==> config.mk <==
export PLATFORM = sky130hd
export DESIGN_NAME = ili9341_spi_receiver
export DESIGN_NICKNAME = d
export VERILOG_FILES = /design/src/rtl/ili9341_pkg.sv /design/src/rtl/spi_byte_deserializer.sv /design/src/rtl/ili9341_spi_receiver.sv
export SDC_FILE = /design/constraint.sdc
export NUM_CORES = 1
export LEC_CHECK = 0
export ABC_AREA = 1
export ABC_CLOCK_PERIOD_IN_PS = 2400
export CORE_UTILIZATION = 58
export DETAILED_ROUTE_END_ITERATION = 7
export GPL_ROUTABILITY_DRIVEN = 0
export PLACE_DENSITY = 0.79
export RECOVER_POWER = 25
export SLEW_MARGIN = 20
export SYNTH_ARGS = -nofsm -noshare
export SYNTH_HDL_FRONTEND = slang
export SYNTH_SLANG_ARGS = --single-unit
==> constraint.sdc <==
create_clock -name clk_out -period 2.4 [get_ports clk_out]
set_clock_uncertainty 0.2 [all_clocks]
set_input_delay 0.48 -clock clk_out [delete_from_list [all_inputs] [get_ports clk_out]]
set_output_delay 0.48 -clock clk_out [all_outputs]
set_load 0.03 [all_outputs]
==> src/rtl/ili9341_pkg.sv <==
// rtl/ili9341_pkg.sv - shared opcodes, decoder states and RGB565 colours for the ILI9341 link
package ili9341_pkg;

  localparam logic [7:0] CMD_NOP   = 8'h00;
  localparam logic [7:0] CMD_CASET = 8'h2A;
  localparam logic [7:0] CMD_PASET = 8'h2B;
  localparam logic [7:0] CMD_RAMWR = 8'h2C;

  typedef logic [2:0] state_t;

  localparam state_t ST_IDLE  = 3'd0;
  localparam state_t ST_CASET = 3'd1;
  localparam state_t ST_PASET = 3'd2;
  localparam state_t ST_RAMWR = 3'd3;
  localparam state_t ST_SKIP  = 3'd4;

  localparam logic [15:0] RGB565_BLACK = 16'h0000;
  localparam logic [15:0] RGB565_WHITE = 16'hFFFF;
  localparam logic [15:0] RGB565_RED   = 16'hF800;
  localparam logic [15:0] RGB565_GREEN = 16'h07E0;
  localparam logic [15:0] RGB565_BLUE  = 16'h001F;
  localparam logic [15:0] RGB565_CYAN  = 16'h07FF;

endpackage

==> src/rtl/spi_byte_deserializer.sv <==
// rtl/spi_byte_deserializer.sv - samples the 4-wire SPI pins and emits whole bytes with their DC flag
module spi_byte_deserializer (
  input  logic       clk_out,
  input  logic       rst,
  input  logic       sck,
  input  logic       mosi,
  input  logic       cs,
  input  logic       dc,
  output logic       byte_valid,
  output logic [7:0] byte_data,
  output logic       byte_dc
);

  logic       sck_q, sck_qq, mosi_q, cs_q, cs_qq, dc_q;
  logic       rise_q, cs_rise_q, mosi_d, dc_d;
  logic [2:0] bit_cnt;
  logic [6:0] shreg;

  // Edge detect is registered along with the data/dc it qualifies, so they stay aligned.
  always_ff @(posedge clk_out) begin
    if (!rst) begin
      sck_q     <= 1'b0;
      sck_qq    <= 1'b0;
      mosi_q    <= 1'b0;
      cs_q      <= 1'b1;
      cs_qq     <= 1'b1;
      dc_q      <= 1'b0;
      rise_q    <= 1'b0;
      cs_rise_q <= 1'b0;
      mosi_d    <= 1'b0;
      dc_d      <= 1'b0;
    end else begin
      sck_q     <= sck;
      mosi_q    <= mosi;
      cs_q      <= cs;
      dc_q      <= dc;
      sck_qq    <= sck_q;
      cs_qq     <= cs_q;
      rise_q    <= sck_q & ~sck_qq & ~cs_q;
      cs_rise_q <= cs_q & ~cs_qq;
      mosi_d    <= mosi_q;
      dc_d      <= dc_q;
    end
  end

  always_ff @(posedge clk_out) begin
    if (!rst) begin
      bit_cnt    <= 3'd0;
      shreg      <= 7'd0;
      byte_valid <= 1'b0;
      byte_data  <= 8'h00;
      byte_dc    <= 1'b0;
    end else begin
      byte_valid <= 1'b0;
      if (cs_rise_q) begin
        bit_cnt <= 3'd0;
      end else if (rise_q) begin
        shreg   <= {shreg[5:0], mosi_d};
        bit_cnt <= bit_cnt + 3'd1;
        if (bit_cnt == 3'd7) begin
          byte_valid <= 1'b1;
          byte_data  <= {shreg, mosi_d};
          byte_dc    <= dc_d;
        end
      end
    end
  end

endmodule

==> src/rtl/ili9341_spi_receiver.sv <==
// rtl/ili9341_spi_receiver.sv - ILI9341 command decoder tracking the address window and emitting RGB565 pixels
module ili9341_spi_receiver
  import ili9341_pkg::*;
#(
  parameter int WIDTH      = 240,
  parameter int HEIGHT     = 240,
  parameter int PIXEL_SIZE = 16,
  parameter int XW         = $clog2(WIDTH),
  parameter int YW         = $clog2(HEIGHT)
) (
  input  logic                  clk_out,
  input  logic                  rst,
  input  logic                  spi_sck,
  input  logic                  spi_mosi,
  input  logic                  spi_cs,
  input  logic                  spi_dc,
  output logic                  cmd_valid,
  output logic [7:0]            cmd_byte,
  output logic                  pixel_valid,
  output logic [PIXEL_SIZE-1:0] pixel_data,
  output logic [XW-1:0]         pixel_x,
  output logic [YW-1:0]         pixel_y,
  output logic                  frame_done
);

  logic        byte_valid, byte_dc;
  logic [7:0]  byte_data;

  state_t      state;
  logic [1:0]  param_idx;
  logic [7:0]  param_hi;
  logic [15:0] param_start;
  logic        half;
  logic [7:0]  pix_hi;
  logic [XW-1:0] xs, xe, cur_x;
  logic [YW-1:0] ys, ye, cur_y;

  logic        row_end, col_end;
  logic [15:0] param_end;

  spi_byte_deserializer u_deser (
    .clk_out    (clk_out),
    .rst        (rst),
    .sck        (spi_sck),
    .mosi       (spi_mosi),
    .cs         (spi_cs),
    .dc         (spi_dc),
    .byte_valid (byte_valid),
    .byte_data  (byte_data),
    .byte_dc    (byte_dc)
  );

  function automatic logic [XW-1:0] clamp_x(input logic [15:0] v);
    return (v > 16'(WIDTH - 1)) ? XW'(WIDTH - 1) : v[XW-1:0];
  endfunction

  function automatic logic [YW-1:0] clamp_y(input logic [15:0] v);
    return (v > 16'(HEIGHT - 1)) ? YW'(HEIGHT - 1) : v[YW-1:0];
  endfunction

  // ">=" keeps degenerate windows (start past end) pinned to the start coordinate.
  assign col_end   = (cur_x >= xe);
  assign row_end   = (cur_y >= ye);
  assign param_end = {param_hi, byte_data};

  always_ff @(posedge clk_out) begin
    if (!rst) begin
      state       <= ST_IDLE;
      param_idx   <= 2'd0;
      param_hi    <= 8'h00;
      param_start <= 16'h0000;
      half        <= 1'b0;
      pix_hi      <= 8'h00;
      xs          <= '0;
      ys          <= '0;
      xe          <= XW'(WIDTH - 1);
      ye          <= YW'(HEIGHT - 1);
      cur_x       <= '0;
      cur_y       <= '0;
      cmd_valid   <= 1'b0;
      cmd_byte    <= CMD_NOP;
      pixel_valid <= 1'b0;
      pixel_data  <= '0;
      pixel_x     <= '0;
      pixel_y     <= '0;
      frame_done  <= 1'b0;
    end else begin
      cmd_valid   <= 1'b0;
      pixel_valid <= 1'b0;
      frame_done  <= 1'b0;
      if (byte_valid && !byte_dc) begin
        cmd_valid <= 1'b1;
        cmd_byte  <= byte_data;
        param_idx <= 2'd0;
        half      <= 1'b0;
        case (byte_data)
          CMD_CASET: state <= ST_CASET;
          CMD_PASET: state <= ST_PASET;
          CMD_RAMWR: begin
            state <= ST_RAMWR;
            cur_x <= xs;
            cur_y <= ys;
          end
          CMD_NOP:   state <= ST_IDLE;
          default:   state <= ST_SKIP;
        endcase
      end else if (byte_valid) begin
        case (state)
          ST_CASET, ST_PASET: begin
            param_idx <= param_idx + 2'd1;
            case (param_idx)
              2'd0:    param_hi    <= byte_data;
              2'd1:    param_start <= param_end;
              2'd2:    param_hi    <= byte_data;
              default: begin
                if (state == ST_CASET) begin
                  xs <= clamp_x(param_start);
                  xe <= clamp_x(param_end);
                end else begin
                  ys <= clamp_y(param_start);
                  ye <= clamp_y(param_end);
                end
                state <= ST_IDLE;
              end
            endcase
          end
          ST_RAMWR: begin
            if (!half) begin
              pix_hi <= byte_data;
              half   <= 1'b1;
            end else begin
              half        <= 1'b0;
              pixel_valid <= 1'b1;
              pixel_data  <= PIXEL_SIZE'({pix_hi, byte_data});
              pixel_x     <= cur_x;
              pixel_y     <= cur_y;
              if (col_end) begin
                cur_x <= xs;
                if (row_end) begin
                  cur_y      <= ys;
                  frame_done <= 1'b1;
                end else begin
                  cur_y <= cur_y + 1'b1;
                end
              end else begin
                cur_x <= cur_x + 1'b1;
              end
            end
          end
          default: ;
        endcase
      end
    end
  end

endmodule

Word-level counts from Yosys, hierarchy flattened
Cells that the tools add are included.
{ "word_totals": {"register_bits": 159, "inputBits": 6, "output_inout_bits": 43, "word_cells": 124} }
{ "op_classes": {"n_addsub": 4, "n_lt_le_gt_ge": 4, "eq_ne": 11, "mux": 25, "n_bitwise": 16, "reduce_logical": 30} }
{ "ops": {"columns": ["cell", "n"], "rows": [
  ["two-way mux 8 bit", 15],
  ["> comparator 16 x 8 -> 1 bit (second input constant)", 2],
  ["equality test 8 x 6 -> 1 bit (second input constant)", 3],
  ["AND reduction 4 bit", 5],
  ["adder 8 x 1 -> 8 bit (second input constant)", 2],
  [">= comparator 8 bit", 2],
  ["AND reduction 5 bit", 3],
  ["NOT 1 bit", 13],
  ["two-way mux 3 bit", 4],
  ["case mux 3 bit (4 select lines)", 1],
  ["nonzero test 2 bit", 5],
  ["logical NOT 8 bit", 1],
  ["OR reduction 2 bit", 4],
  ["equality test 3 x 2 -> 1 bit (second input constant)", 2],
  ["AND reduction 2 bit", 3],
  ["AND reduction 3 bit", 2],
  ["OR reduction 3 bit", 2],
  ["OR reduction 6 bit", 1],
  ["two-way mux 1 bit", 5],
  ["!= test 2 x 1 -> 1 bit (second input constant)", 2],
  ["OR reduction 4 bit", 1],
  ["adder 3 x 1 -> 3 bit (second input constant)", 1],
  ["bitwise AND 1 bit", 3],
  ["equality test 3 x 1 -> 1 bit (second input constant)", 1],
  ["7 further kinds", 7]
]} }

Logic depth before layout (Yosys ltp)
Gate-level depths: netlist (run 1).
{ "logic_depth": {"word_depth": 7, "mapped_depth": 14, "ltp_nobuf": 14} }

Hierarchy
A second synthesis (run 1) with hierarchy kept.
{ "unflattened": {"cells_unflattened": 871, "hier_area_um2": 6671.4} }
{ "by_module_without_submodules": {"columns": ["module", "n_inst", "cells_per_inst", "area_each_um2", "seq_area_each_um2"], "rows": [
  ["ili9341_spi_receiver", 1, 742, 5632.9, 2582.5],
  ["spi_byte_deserializer", 1, 129, 1038.5, 600.6]
]} }

Least setup slack after synthesis (run 1)
Ideal clock, no wire load.
{ "synth_timing": {"path_kind": "reg2reg", "start": "register xe[7]", "end": "register cur_y[0]", "setup_time_ps": 116, "t_arrival_ps": 1530, "t_required_ps": 2084, "path_slack_ps": 554, "stages_incl_launch_ff": 10, "n_path_buf": 0, "period_less_slack_ps": 1846, "cell_sequence": "dfxtp_1 > inv_1 > ha_1 > a21o_1 > nor2_2 > nand3_4 > nand2_4 > inv_4 > o21ai_0 > nor2_1"} }
{ "synth_between": {"elab_chain_cells": 3} }
{ "synth_lines": {"columns": ["element", "line", "source"], "rows": [
  ["from (decl)", "ili9341_spi_receiver.sv:35", "logic [XW-1:0] xs, xe, cur_x;"],
  ["from (signal assigned)", "ili9341_spi_receiver.sv:76", "xe <= XW'(WIDTH - 1);"],
  ["from (signal assigned)", "ili9341_spi_receiver.sv:118", "xe <= clamp_x(param_end);"],
  [">= comparator 8 bit", "ili9341_spi_receiver.sv:62", "assign col_end = (cur_x >= xe);"],
  ["nonzero test 2 bit (no source line)", null, null],
  ["AND reduction 5 bit (no source line)", null, null],
  ["to (signal assigned)", "ili9341_spi_receiver.sv:102", "cur_y <= ys;"],
  ["to (signal assigned)", "ili9341_spi_receiver.sv:140", "cur_y <= ys;"],
  ["to (signal assigned)", "ili9341_spi_receiver.sv:143", "cur_y <= cur_y + 1'b1;"],
  ["to (decl)", "ili9341_spi_receiver.sv:36", "logic [YW-1:0] ys, ye, cur_y;"]
]} }
Every way passes these cells.
A chain may end at the register's enable or synchronous reset.

Worst setup path after layout (run 1)
{ "layout_timing": {"start": "register cur_y[3]", "end": "register cur_y[5]"} }
{ "layout_between": {"elab_chain_cells": 7, "elab_cells_between_ends": 8, "classes_between": "add/sub: 1; order compare: 1; mux: 6"} }
{ "layout_lines": {"columns": ["element", "line", "source"], "rows": [
  ["adder 8 x 1 -> 8 bit / >= comparator 8 bit (equally long branches)", "ili9341_spi_receiver.sv:143, ili9341_spi_receiver.sv:63", null],
  ["two-way mux 8 bit (*)", "ili9341_spi_receiver.sv:139", "if (row_end) begin"],
  ["two-way mux 8 bit (*)", "ili9341_spi_receiver.sv:137", "if (col_end) begin"],
  ["two-way mux 8 bit (*)", "ili9341_spi_receiver.sv:128", "if (!half) begin"],
  ["two-way mux 8 bit (*)", "ili9341_spi_receiver.sv:108", "case (state)"],
  ["two-way mux 8 bit (*)", "ili9341_spi_receiver.sv:107", "end else if (byte_valid) begin"],
  ["two-way mux 8 bit (*)", "ili9341_spi_receiver.sv:91", "if (byte_valid && !byte_dc) begin"]
]} }
Every way passes the cells marked *; elsewhere a longest branch is shown, timed or not. The select of a mux whose other input is x is not followed.

==> out/qor.csv, run 1 <==
metric;value;unit
ff2ff_setup_slack;220;ps
numPlacedInstances;985;
core;11000;sq um
worst_slack;222;ps
cts-root-buf;clkbuf_16;
drive_gt1_frac;0.0639;
hold_end;u_deser.rise_q;
synth_area;6670;sq um
ys_types;40;
seq_area_frac_synth;0.477;
r2r-start;cur_y[3];
syn_avg_cell_area;8.06;sq um
vdd_drop_max;0.000581;V
synth_cells;827;
synth_edf_count;0;
worstPathRequired;2520;ps
drt_iter0_drc;316;
num_rows;38;
ff2ff_path_depth;11;
relSlewSlack;0.448;
clkTransAtPathRegs;60;ps
hpwl;10.4;mm
p_leak;3.18;nW
final_area;7730;sq um
final_max_slew_viol_count;0;
layout_commonest_cell;dfxtp_1;
grt_max_degree;86;
crit_top_cell;nand2_1;
fmax;459;MHz
wl_per_cell;14.8;microns
max_stage_delay;460;ps
post-route-period-util;0.908;
drcViolationCount;0;
port_buffers;48;
grt_pass1_vias;5454;
design.portCount;49;
outcome;complete, no violations;
cts_tree;built;
critical-path-top-delay-family;simple AND/OR/NAND/NOR gates;
clock-sinks;159;
worstSetupPathType;register to register;
hold_ws;199;ps
vias_per_cell;5.59;
pre_cts_slack;271;ps
tns;0;ps
r2r_end;cur_y[5];
worstPathMaxFanout;13;
postCtsHoldBufs;0;
placed_area;7180;sq um
ctsHtreeMaxLevel;4;
diodes;0;
vias;5679;
antenna_found_initial;0;
arrival;2290;ps
final_cell_mix;dfxtp_1 (159), o21ai_0 (113), inv_1 (103), a21oi_1 (103), nand2_1 (86);
start_kind;register;
grt_usage;0.270;
critPathSlowestCell;dfxtp_1;
synthToLayoutAreaGrowth;16.0;%
hold_violations;0;
async_flop_share;0;
cts_buffers;17;
nets;894;
period_minus_slack;2180;ps
dieArea;11900;sq um
synth_fp_nets;857;
worstMarginPinSlew;827;ps
routed_wl;15.0;mm
final_cells;1016;
ant_nets;0;
grt_overflow_total;0;
die_y;109;microns
die_x;109;microns
worst_skew_pair.late_latency;430;ps
synth_seq_cells;159;
yosysWarnings;0;
min_from;u_deser.sck_qq;
grt_setup_unrepaired;no;
cap_violations;0;
worstPathCellList;ha_1 -> nand2_1 -> nor2_1 -> nor2_1 -> nand2_1 -> nand2_1 -> nand3_2 -> inv_1 -> nand2_1 -> a21oi_1 -> nor2_1;
hold_class;register to register;
critPathCaptureType;register;
first_pass_iters;7;
cts_buffer_depth;2;
grt_pass1_wl;24.8;mm
ys.flop_type;dfxtp_1;
cellPowerDensity;708;nW/um^2
crit_buf_inv;1;
worstHoldPathCells;1;
floorplan.initialDensity;0.604;
setup_viol_count_final;0;
==> how the worst max path moves through the flow <==
stage | startpoint | to | slack (ps) | depth (start not counted)
finish | cur_y[3] | cur_y[5] | 220 | 11
global route | cur_y[3] | cur_y[5] | 20 | 11
CTS | cur_y[3] | cur_y[5] | 240 | 11
detailed placement | cur_y[3] | cur_y[5] | 270 | 11
global placement | cur_y[3] | cur_y[5] | 420 | 11
floorplan | xe[7] | cur_y[0] | 550 | 9
==> sequential cells by signal, summed over array words and instances (netlist names), 3 cells and up <==
name               flops
u_deser.bit_cnt        3
u_deser.shreg          7
pixel_x                8
state                  3
pix_hi                 8
u_deser.byte_data      8
xe                     8
xs                     8
ye                     8
pixel_data            16
ys                     8
cmd_byte               8
cur_y                  8
pixel_y                8
cur_x                  8
param_start           16
param_hi               8
==> metrics by stage <==
step | util | total power (W)
floorplan | - | 0.00277
global placement | 0.651 | 0.00279
detailed placement | 0.651 | 0.00280
CTS | 0.706 | 0.00551
global route | 0.701 | 0.00564
finish | 0.701 | 0.00547
==> cell families after synthesis <==
kind of cell | count (synthesis) | synth area share
buf+inv | 145 | 0.0957
xor+xnor | 9 | 0.0118
simple gates | 231 | 0.163
flops | 159 | 0.477
compound gates | 259 | 0.207
fa+ha+maj | 24 | 0.0450
==> layout make-up <==
type,count,area (sq um)
multi-input combinational,523,2810
tap,140,175
clock buffer,21,470
inverter,106,403
sequential,159,3180
clock inverter,10,135
fill,908,3300
timing repair buffer,57,558
==> layer usage <==
metal  part of all wire  up-vias  global-route usage
li1                   -     2824                   -
met1               0.43     2650               0.309
met2               0.50      161               0.465
met3              0.047       44              0.0652
met4              0.031        0               0.144
met5                  0        -                   0
==> Yosys cell counts, drive strengths merged (2+ instances only) <==
master  number  area [sq um]
nor3         7          57.6
nor2        80           330
buf         23           175
ha          24           300
xnor2        3          26.3
dfxtp      159          3180
inv        106           403
nand4       15          93.8
nand2       90           358
or2          2          12.5
xor2         6          52.6
nand3       34           213
o211ai      16           134
a21oi      104           532
o21ai      131           656
o21a         2          15.0
clkbuf      16          60.1
==> power by group <==
| part | switching [W] | leakage (nW) | internal, W |
|---|---|---|---|
| combinational | 0.0000569 | 1.60 | 0.0000258 |
| clock | 0.00103 | 0.299 | 0.00171 |
| sequential | 0.00000436 | 1.28 | 0.00265 |
| total | 0.00109 | 3.18 | 0.00438 |
==> what timing repair did <==
| item | CTS | global route |
|---|---|---|
| setup endpoints to repair | 0 | 1 |
| resized for setup | 0 | 1 |
| setup buffers | 0 | 0 |
(Power assumes the default switching activity.)
==> run 2, diff against run 1 <==
SKIP_LAST_GASP = 1   (was unset)
==> results of run 2 <==
The final DEF is identical to that of run 1; final timing and power are the same.
==> run 3, diff against run 2 <==
PLACE_DENSITY = unset   (was 0.79)
PLACE_DENSITY_LB_ADDON = 0.05   (was unset)
==> run 3 against run 2 <==
Compared with the run above:
- final area is 0.70% lower
- sequential share of layout area up 0.29 points
- via count shrank 2.3%
- global-route usage increased by 0.56 points
==> out/qor.csv, run 3 (synthesis results as in run 1) <==
metric;value;unit
num_rows;38;
synthToLayoutAreaGrowth;15.1;%
critPathSlowestCell;dfxtp_1;
grt_pass1_vias;5304;
worst_skew_pair.late_latency;420;ps
min_from;rst;
worstPathCellList;inv_1 -> ha_1 -> nand2_1 -> nor2_1 -> nor2_1 -> nand2_1 -> nand2_1 -> nand3_2 -> inv_1 -> nand2_1 -> a21oi_1 -> nor2_1;
p_leak;3.18;nW
port_buffers;48;
worstPathRequired;2510;ps
worstSetupPathType;register to register;
placed_area;7220;sq um
worstMarginPinSlew;1320;ps
final_cell_mix;dfxtp_1 (159), o21ai_0 (108), inv_1 (103), a21oi_1 (103), nand2_1 (87);
crit_buf_inv;2;
postCtsHoldBufs;0;
routed_wl;15.2;mm
outcome;complete, no violations;
die_x;109;microns
fill_cells;938;
layout_commonest_cell;dfxtp_1;
numPlacedInstances;992;
p_total;0.00508;W
setup_viol_count_final;0;
reg_top3;param_start (16), pixel_data (16);
drive_gt1_frac;0.0638;
hpwl;10.5;mm
floorplan.initialDensity;0.604;
vias_per_cell;5.45;
dieArea;11900;sq um
final_max_slew_viol_count;0;
core;11000;sq um
grt_pass1_wl;24.9;mm
final_area;7680;sq um
fmax;456;MHz
cap_violations;0;
arrival;2300;ps
critPathCaptureType;register;
antenna_found_initial;0;
cts_tree;built;
hold_class;input pin to register;
ant_nets;0;
wl_per_cell;14.9;microns
post-route-period-util;0.915;
worstPathMaxFanout;13;
grt_max_degree;81;
diodes;0;
nets;901;
hold_violations;0;
clkTransAtPathRegs;60;ps
vias;5548;
grt_setup_unrepaired;no;
grt_usage;0.276;
vdd_drop_max;0.000509;V
cts_resized;0;
ctsHtreeMaxLevel;4;
tns;0;ps
drcViolationCount;0;
cellPowerDensity;662;nW/um^2
grt_overflow_total;0;
critical-path-top-delay-family;simple AND/OR/NAND/NOR gates;
crit_top_cell;nand2_1;
r2r-start;cur_y[0];
cts_buffers;17;
period_minus_slack;2200;ps
cts_buffer_depth;2;
final_cells;1018;
relSlewSlack;0.123;
max_stage_delay;390;ps
post_cts_buffers;0;
drt_iter0_drc;343;
start_kind;register;
clock-sinks;159;
startpoint;cur_y[0];
first_pass_iters;5;
die_y;109;microns
cts-root-buf;clkbuf_16;
design.portCount;49;
## run 3: changes by cell type in the layout (fill, tap and decap cells not counted), moves of 2 or more
cell / change
buf_4: +9
o21ai_0: -5
o21ai_1: +5
bufinv_16: -3
clkbuf_1: +2
clkinv_2: -2
## run 3: path summary, 6_finish.rpt
kind | cells after the start | end | slack [ps]
worst max register to register | 12 | cur_y[5] | 200
worst max-delay path | 12 | cur_y[5] | 200
worst min-delay path | 3 | u_deser.dc_d | 180
worst min register to register | 2 | u_deser.dc_d | 210
## run 3: layout make-up
cell class | instances | area (sq um) | area share
clock buffers | 24 | 492 | 0.0640
inverters | 106 | 403 | 0.0525
repair buffers | 64 | 601 | 0.0782
well taps | 140 | 175 | 0.0228
clock inverters | 2 | 10.0 | 0.00130
multi-input cells | 523 | 2810 | 0.367
flip-flops and latches | 159 | 3180 | 0.415
## run 3: worst min-delay path: stages
cell     delay (ps)
buf_4           180
nand2_1          70
inv_1            30
## run 3: stage by stage
| step | setup slack, ps | hold WS, ps | utilization |
|---|---|---|---|
| after global placement | 402 | 199 | 0.654 |
| after global routing | 33.9 | 214 | 0.696 |
| after floorplan | 554 | 174 | - |
| after detailed placement | 265 | 203 | 0.654 |
| after CTS | 235 | 175 | 0.700 |
| final | 205 | 183 | 0.696 |
## run 3: routing by layer
metal / track usage / routed length, microns / vias up
li1: - / - / 2838
met1: 0.338 / 6840 / 2552
met2: 0.465 / 7390 / 127
met3: 0.0490 / 532 / 31
met4: 0.142 / 444 / 0
met5: 0 / 0 / -
## run 3: where the power goes
part / internal (W) / switching, W
Clock: 0.00139 / 0.000955
Sequential: 0.00265 / 0.00000416
Combinational: 0.0000268 / 0.0000553
